## src/rtl/dsp_tc_pkg.sv

```systemverilog
// Shared width and type for the terminal-count timer.
package dsp_tc_pkg;
    localparam int CNT_W = 48;
    typedef logic [CNT_W-1:0] tcount_t;
endpackage

```

## src/rtl/dsp_terminal_counter.sv

```systemverilog
// Terminal-count timer: counts enabled cycles, pulses on reaching TC, halts or wraps.
// Optional count_o output port is enabled by defining DSP_TCOUNT_COUNT_OUT_EN.
module dsp_terminal_counter
    import dsp_tc_pkg::*;
#(
    parameter string   FIXED_TCOUNT       = "TRUE",
    parameter tcount_t FIXED_TCOUNT_VALUE = tcount_t'(375000000),
    parameter string   HALT_AT_TCOUNT     = "TRUE"
) (
    input  logic    clk_i,
    input  logic    rst_i,
    input  logic    count_i,
    input  tcount_t tcount_i,
`ifdef DSP_TCOUNT_COUNT_OUT_EN
    output logic    tcount_reached_o,
    output tcount_t count_o
`else
    output logic    tcount_reached_o
`endif
);

    localparam bit USE_FIXED = (FIXED_TCOUNT == "TRUE");
    localparam bit HALT_EN   = (HALT_AT_TCOUNT == "TRUE");

    if (USE_FIXED && (FIXED_TCOUNT_VALUE == '0)) begin : g_bad_tcount
        $error("dsp_terminal_counter: FIXED_TCOUNT_VALUE must be non-zero");
    end

    tcount_t r_cnt;
    logic    r_halted;
    logic    r_reached;

    tcount_t w_tc;
    tcount_t w_cnt_inc;
    logic    w_active;
    logic    w_terminal;

    assign w_tc      = USE_FIXED ? FIXED_TCOUNT_VALUE : tcount_i;
    assign w_cnt_inc = r_cnt + tcount_t'(1);
    assign w_active  = count_i && !r_halted;
    // A zero runtime TC must not match when the adder rolls over at 2^48.
    assign w_terminal = w_active && (w_tc != '0) && (w_cnt_inc == w_tc);

    always_ff @(posedge clk_i) begin
        if (rst_i) begin
            r_cnt     <= '0;
            r_halted  <= 1'b0;
            r_reached <= 1'b0;
        end else begin
            r_reached <= w_terminal;
            if (w_terminal) begin
                if (HALT_EN) begin
                    r_cnt    <= w_tc;
                    r_halted <= 1'b1;
                end else begin
                    r_cnt <= '0;
                end
            end else if (w_active) begin
                r_cnt <= w_cnt_inc;
            end
        end
    end

    assign tcount_reached_o = r_reached;
`ifdef DSP_TCOUNT_COUNT_OUT_EN
    assign count_o = r_cnt;
`endif

endmodule

```

## config.mk

```make
export PLATFORM = sky130hd
export DESIGN_NAME = dsp_terminal_counter
export DESIGN_NICKNAME = d
export VERILOG_FILES = /design/src/rtl/dsp_tc_pkg.sv /design/src/rtl/dsp_terminal_counter.sv
export SDC_FILE = /design/constraint.sdc
export NUM_CORES = 1
export LEC_CHECK = 0
export BUFFER_PORTS_ARGS = -buffer_cell sky130_fd_sc_hd__buf_2
export CORE_MARGIN = 10
export CORE_UTILIZATION = 52
export CTS_CLUSTER_DIAMETER = 100
export DETAILED_ROUTE_END_ITERATION = 12
export PLACE_DENSITY = 0.79
export SLEW_MARGIN = 20
export SYNTH_ARGS = -nofsm -noshare
export SYNTH_HDL_FRONTEND = slang
export SYNTH_SLANG_ARGS = --single-unit
```

## constraint.sdc

```tcl
create_clock -name clk_i -period 3.4 [get_ports clk_i]
set_input_delay 0.51 -clock clk_i [delete_from_list [all_inputs] [get_ports clk_i]]
set_output_delay 0.51 -clock clk_i [all_outputs]
set_load 0.02 [all_outputs]
```

Yosys cells after proc, flatten, opt, wreduce, memory -nomap -nowiden
Index checks and enable logic that the tools add are counted.

storage, ports and cells
  bits in registers = 50
  bits of input ports = 51
  output and inout bits = 1

cells by class
  $add $sub $neg = 1
  equality and inequality tests = 1
  muxes and demuxes = 2
  reduce and logical (&&, ||, !) cells = 5

operators with widths
  kind                   number
  $mux 29                2
  $add 48x1->48 const B  1
  $eq 48x29->1 const B   1
  $logic_and 1x1->1      2
  $reduce_bool 2->1      1
  $reduce_or 2->1        1
  $logic_not 1->1        1

Logic depth before layout (Yosys ltp)
Gate-level depths: netlist of run 1.

  depth in word-level cells = 4
  depth in mapped cells = 10
  depth with buffers taken out = 9

Worst setup path before layout of run 1
Ideal clock, no wire load.

  kind = reg-to-reg
  start = register r_cnt[0]
  end = register r_cnt[0]
  arrival time = 2.414 ns
  path slack = 0.860 ns
  stages on the path, launching flop included = 10
  clock period less this slack = 2.540 ns
  cells stage by stage = dfxtp_1 ha_1 and4_2 and4bb_2 and3_2 a211o_1 a2111oi_1 nand4_1 o41ai_2 nor2_1

on the way
  longest elaborated chain between the ends = 4

ends and longest elaborated chain
  what                              line                        text
  from (decl)                       dsp_terminal_counter.sv:29  tcount_t r_cnt;
  from (signal assigned)            dsp_terminal_counter.sv:53  r_cnt <= w_tc;
  from (signal assigned)            dsp_terminal_counter.sv:59  r_cnt <= w_cnt_inc;
  $add 48x1->48 *                   dsp_terminal_counter.sv:39  assign w_cnt_inc = r_cnt + tcount_t'(1);
  $eq 48x29->1                      dsp_terminal_counter.sv:42  assign w_terminal = w_active && (w_tc != '0) && (w_cnt_inc == w_tc);
  $logic_and 1x1->1                 dsp_terminal_counter.sv:42
  $reduce_or 2->1 (no source line)  n/a

Mark *: on every way between the ends. The rest lies on a longest branch, timed or not.
A chain may end at the register's enable or synchronous reset.

Final worst setup path of run 1
Ends and elaborated chain as after synthesis.

==> results.py, run 1 <==
metrics = {
    "run_status": {
        "status": "finished clean",
    },
    "synth": {
        "ys.flop_type": "dfxtp_1",
        "synth_warnings": 0,
        "synth_nets": 478,
        "syn_area_sq_um": 3300,
        "synthArstFlopShare_pct": 0,
        "synth_edf_count": 0,
        "yosys_register_bits": 50,
        "synth_area_per_cell_sq_um": 7.74,
        "syn-instance-count": 426,
        "netlist-cell-type-count": 61,
        "yosysSeqAreaShare_pct": 30.4,
    },
    "grt": {
        "grt_max_degree": 49,
        "antenna_found_initial": 0,
        "grt_usage_pct": 15.8,
        "grt_first_pass_wirelength_um": 13400,
        "overflow": 0,
        "grt_pass1_vias": 2815,
    },
    "timing": {
        "setup_slack_ns": 0.231,
        "tightest_slew_ns": 0.862,
        "rsz0062_at_grt": "no",
        "period_minus_slack_ns": 3.17,
        "skew_ns": 0.0105,
        "setup_viol": 0,
        "drv_slew": 0,
        "fin_setup_tns_ns": 0,
        "hold_violations": 0,
        "max_freq_mhz": 316,
        "final.period_utilization_pct": 93.2,
        "holdWs_ns": 0.499,
        "slew_headroom_pct": 42.5,
    },
    "worst_setup_path": {
        "reg2reg_to": "r_cnt[0]$_SDFFE_PP0P_",
        "worstSetupPathType": "reg2reg",
        "reg2reg_slack_ns": 0.23,
        "cp-start-kind": "register",
        "ff2ff_path_depth": 9,
        "crit_required_ns": 3.61,
        "cp_max_fo": 9,
        "critPathArrivalTime_ns": 3.38,
        "cp-end-kind": "register",
        "rr_startpoint": "r_cnt[0]$_SDFFE_PP0P_",
    },
    "clock_tree": {
        "h-tree-depth": 2,
        "clkTransAtPathRegs_ns": 0.10,
        "cts-root-buf": "clkbuf_8",
        "cts_sinks": 50,
        "cts_buffers": 5,
        "cts_buffer_depth": 2,
        "clk_latency_ns": 0.31,
        "cts_hold_buf": 0,
        "cts_tree": "built",
    },
    "min_path": {
        "whs_path_depth": 1,
        "min_from": "r_halted$_SDFFE_PP0P_",
        "holdCritPathClass": "reg2reg",
        "min_to": "r_halted$_SDFFE_PP0P_",
    },
    "placed_design": {
        "dp_hpwl_um": 5820,
        "placed_area_sq_um": 3260,
        "dp.cells": 481,
        "pre_cts_slack_ns": 0.245,
        "place_congestion": 0.954,
        "numPortBuffers": 3,
    },
    "die": {
        "start_util_pct": 54.7,
        "die_area_sq_um": 9920,
        "die-height_um": 99.6,
        "rows": 28,
        "pin_count": 52,
        "core_sq_um": 6030,
        "chipWidth_um": 99.6,
    },
    "routing": {
        "ant_nets": 0,
        "drt-total-wl_um": 7980,
        "routed_via_density": 6.39,
        "drt-wirelength-per-cell_um": 16.3,
        "drtPass1Iterations": 5,
        "drcViolationCount": 0,
        "drt_iter0_markers": 303,
        "num_vias": 3124,
    },
    "flow_run": {
        "cap_violations": 0,
    },
    "cells_and_area": {
        "drive_gt1_share_pct": 8.70,
        "area_delta_synth_final_pct": 1.90,
        "layout.cells.non_filler": 489,
        "n_antenna_cell": 0,
        "final_area_sq_um": 3360,
        "num-nets-final": 465,
        "fin_util_pct": 55.7,
    },
    "pwr": {
        "ir_drop_mv": 0.165,
        "p_leak_nw": 1.02,
        "p_total_mw": 0.991,
        "power.density_nw_per_um2": 295,
    },
}
[cell families (layout without fill, tap and decap cells)]
kind of cell               after synthesis  after routing  share of synthesized area (%)
AOI/OAI and AO/OA                       37             37                           8.43
and+or+nand+nor                        239            239                           37.6
muxes                                    4              4                           1.21
buffers and inverters                   38             26                           6.87
adders and majority gates                1              1                          0.380
DFF                                     50             50                           30.4
xor gates and xnor gates                57             57                           15.1
[state kept, by name (all words and copies together) (netlist names)]
name and flops:
r_cnt 48, tcount_reached_o 1, r_halted 1
[cells in the final DEF, fill, tap and decap left out, types with 2 or more instances in the layout]
cell type,instances
nor3b_1,2
nor2_1,75
nor2b_1,2
xnor2_1,37
nand4_1,27
nor3_1,14
and4_1,2
a2111oi_0,3
and3_1,10
o21ai_0,8
clkbuf_8,6
nor4_2,2
mux2i_1,4
nand3_1,26
and4_2,2
dfxtp_1,50
nor4b_1,3
nand2_1,35
buf_4,7
and2_1,3
nand2b_1,4
nand3b_1,3
a21oi_1,6
nor4_1,11
a211o_1,2
or3_1,4
buf_2,3
xor2_1,20
o31a_2,2
or4_1,3
and3_2,3
inv_1,8
[where the power goes]
group	switching [mW]	total (mW)	internal, mW
Combinational	0.0193	0.0272	0.00798
Clock	0.207	0.371	0.164
Sequential	0.00546	0.593	0.588
Total	0.232	0.991	0.759
[cell usage after synthesis (3+ instances only)]
library cell,n,area (sq um)
and2_1,3,18.8
nand3b_1,3,22.5
inv_1,8,30.0
nand3_1,26,130
and3_1,10,62.6
buf_1,3,11.3
xor2_1,20,175
nand4_1,27,169
buf_6,5,56.3
nand2b_1,4,25.0
buf_4,6,45.0
nor3_1,14,70.1
nor4_1,11,68.8
a21oi_1,6,30.0
or4_1,3,22.5
dfxtp_1,50,1000
nand2_1,35,131
nor4b_1,3,26.3
clkbuf_1,9,33.8
or3_1,4,25.0
mux2i_1,4,40.0
o21ai_0,8,40.0
and3_2,3,22.5
buf_2,5,25.0
nor2_1,75,282
xnor2_1,37,324
a2111oi_0,3,26.3
[routing by layer]
layer	part of all wire, %	global-route usage, %
met3	8.1	2.91
met4	1.3	4.41
met1	45	21.1
met5	0	0
met2	46	25.2
[repair_timing]
action	in CTS	in global routing
endpoints found under the setup margin	0	1
resized for setup	0	1
buffers inserted	0	0
[how the worst max path moves through the flow]
stage,from,slack (ns),to,cells past startpoint
global route,r_cnt[0]$_SDFFE_PP0P_,0.07,r_cnt[0]$_SDFFE_PP0P_,9
finish,r_cnt[0]$_SDFFE_PP0P_,0.23,r_cnt[0]$_SDFFE_PP0P_,9
global placement,r_cnt[0]$_SDFFE_PP0P_,0.38,r_cnt[0]$_SDFFE_PP0P_,9
CTS,r_cnt[0]$_SDFFE_PP0P_,0.22,r_cnt[0]$_SDFFE_PP0P_,9
floorplan,r_cnt[0]$_SDFFE_PP0P_,0.86,r_cnt[0]$_SDFFE_PP0P_,9
detailed placement,r_cnt[0]$_SDFFE_PP0P_,0.24,r_cnt[0]$_SDFFE_PP0P_,9
[worst max-delay path, stage by stage, from the launching register on]
cell       delay (ns)
dfxtp_1          0.51
ha_2             0.31
and4_2           0.28
and4bb_2         0.31
nand4_1          0.13
xnor2_1          0.18
a2111oi_0        0.55
nand4_1          0.30
o41ai_2          0.42
nor2_1           0.08
[final cells by class]
type | count | area [sq um]
Clock buffer | 6 | 82.6
Fill cell | 571 | 2670
Tap cell | 75 | 93.8
Sequential cell | 50 | 1000
Timing Repair Buffer | 10 | 67.6
Multi-Input combinational cell | 338 | 2070
Inverter | 8 | 30.0
Clock inverter | 2 | 12.5
Power figures use the tool's default switching activity.
==> run 2: changes to the inputs <==
--- a/config.mk
+++ b/config.mk
@@ -11,6 +11,7 @@
 export CTS_CLUSTER_DIAMETER = 100
 export DETAILED_ROUTE_END_ITERATION = 12
 export PLACE_DENSITY = 0.79
+export SETUP_SLACK_MARGIN = 0.4
 export SLEW_MARGIN = 20
 export SYNTH_ARGS = -nofsm -noshare
 export SYNTH_HDL_FRONTEND = slang
==> run 2 against run 1 <==
Against the previous run: routed wire length is 1.4% higher; total power is 0.38% lower; die area stayed put; hold slack worse by 0.00088 ns; via count hardly changed; critical path depth is 1 lower; first-iteration DRC count is 13% higher; largest cell class unchanged.
==> results.py, run 2 (same netlist as run 1, synthesis figures left out) <==
metrics = {
    "run_status": {
        "status": "finished clean",
    },
    "worst_setup_path": {
        "critPathArrivalTime_ns": 3.03,
        "crit_required_ns": 3.60,
        "worstSetupPathType": "reg2reg",
        "cp_max_fo": 8,
        "crit_chain": "nand3_1 > nor4_4 > xor2_1 > or4_1 > a22oi_1 > nand3_1 > o41ai_2 > nor2_1",
        "worst_path_most_repeated_cell": "nand3_1",
        "cp-start-kind": "register",
        "max_stage_delay_ns": 0.52,
        "cpMaxStageDelayCell": "dfxtp_1",
        "cp-end-kind": "register",
    },
    "clock_tree": {
        "clkTransAtPathRegs_ns": 0.10,
        "cts_buffers": 5,
        "cts_sinks": 50,
        "clk_latency_ns": 0.31,
        "cts_hold_buf": 0,
        "cts_tree": "built",
        "cts-root-buf": "clkbuf_8",
        "h-tree-depth": 2,
        "cts_buffer_depth": 2,
    },
    "pwr": {
        "power_frac_seq_pct": 60.1,
        "clockPowerShare_pct": 37.1,
        "power.internal_mw": 0.760,
        "ir_drop_mv": 0.163,
        "p_total_mw": 0.988,
        "p_comb_share_pct": 2.8,
        "p_leak_nw": 1.04,
        "switching_share_pct": 23.1,
        "power.density_nw_per_um2": 291,
        "p_sw_mw": 0.228,
    },
    "routing": {
        "routed_via_density": 6.39,
        "drcViolationCount": 0,
        "drt-total-wl_um": 8090,
        "drt_iter0_markers": 342,
        "drtPass1Iterations": 6,
        "drt-wirelength-per-cell_um": 16.5,
        "ant_nets": 0,
        "num_vias": 3127,
    },
    "cells_and_area": {
        "layout_common_cells": "nor2_1 (75), dfxtp_1 (44), xnor2_1 (37)",
        "n_antenna_cell": 0,
        "area_delta_synth_final_pct": 3.11,
        "layout.cells.non_filler": 489,
        "fin_util_pct": 56.4,
        "layout_commonest_cell": "nor2_1",
        "final_area_sq_um": 3400,
        "regMostFlops": "r_cnt",
        "num-nets-final": 465,
        "largest_reg_flops": 48,
        "drive_gt1_share_pct": 11.1,
    },
    "placed_design": {
        "placed_area_sq_um": 3260,
        "pre_cts_slack_ns": 0.245,
        "dp_hpwl_um": 5820,
        "dp.cells": 481,
        "place_congestion": 0.954,
        "numPortBuffers": 3,
    },
    "timing": {
        "drv_slew": 0,
        "tightest_slew_ns": 0.852,
        "max_freq_mhz": 353,
        "hold_violations": 0,
        "fin_setup_tns_ns": 0,
        "skew_ns": 0.0115,
        "setup_slack_ns": 0.571,
        "holdWs_ns": 0.498,
        "period_minus_slack_ns": 2.83,
        "final.period_utilization_pct": 83.2,
        "setup_viol": 0,
        "rsz0062_at_grt": "no",
        "slew_headroom_pct": 43.2,
    },
    "die": {
        "chipWidth_um": 99.6,
        "die-height_um": 99.6,
        "core_sq_um": 6030,
        "rows": 28,
        "pin_count": 52,
        "die_area_sq_um": 9920,
        "start_util_pct": 54.7,
    },
    "grt": {
        "grt_max_degree": 49,
        "grt_usage_pct": 15.8,
        "grt_pass1_vias": 2806,
        "grt_first_pass_wirelength_um": 13400,
        "overflow": 0,
        "antenna_found_initial": 0,
    },
    "flow_run": {
        "cap_violations": 0,
    },
    "min_path": {
        "holdCritPathClass": "reg2reg",
    },
}
-- run 2: cell counts in the layout (fill, tap and decap cells not counted) --
No cell type changed its count.
-- run 2: path summary, 6_finish.rpt --
path,cells past startpoint,endpoint,from,slack [ns]
max,8,r_cnt[0]$_SDFFE_PP0P_,r_cnt[6]$_SDFFE_PP0P_,0.57
min,1,r_halted$_SDFFE_PP0P_,r_halted$_SDFFE_PP0P_,0.50
max reg2reg,8,r_cnt[0]$_SDFFE_PP0P_,r_cnt[6]$_SDFFE_PP0P_,0.57
min reg2reg,1,r_halted$_SDFFE_PP0P_,r_halted$_SDFFE_PP0P_,0.50
-- run 2: area by class of cell --
class / count / area (sq um)
sequential: 50 / 1010
fill: 567 / 2630
clock buffer: 6 / 82.6
clock inverter: 2 / 12.5
inverter: 8 / 30.0
multi-input combinational: 338 / 2100
tap: 75 / 93.8
timing repair buffer: 10 / 67.6
-- run 2: power groups by stage --
stage                     logic [mW]  clock network [mW]  registers [mW]
after CTS                     0.0272               0.374           0.594
after detailed placement      0.0268                   0           0.607
after global routing          0.0300               0.396           0.594
after floorplan               0.0258                   0           0.602
after global placement        0.0264                   0           0.606
final                         0.0273               0.367           0.594
-- run 2: critical path, delay by kind of cell, from the launching register on --
kind | cells | cell delay (ns)
compound gates | 2 | 0.60
xor+xnor | 1 | 0.11
flops | 1 | 0.52
simple gates | 5 | 1.48
-- run 2: per-layer routing --
metal / vias to the layer above / share of wire (%) / wire (um) / global-route usage, %
met4: 0 / 1.5 / 125 / 4.30
met1: 1490 / 44 / 3580 / 21.3
met5: - / 0 / 0 / 0
met3: 16 / 8.1 / 653 / 2.91
met2: 152 / 46 / 3720 / 25.1
li1: 1469 / - / - / -
-- run 2: timing repair --
action,in CTS,in global routing
gates cloned,0,0
endpoints found under the setup margin,4,5
pin swaps,0,2
setup buffers,0,0
gates resized for setup,5,8
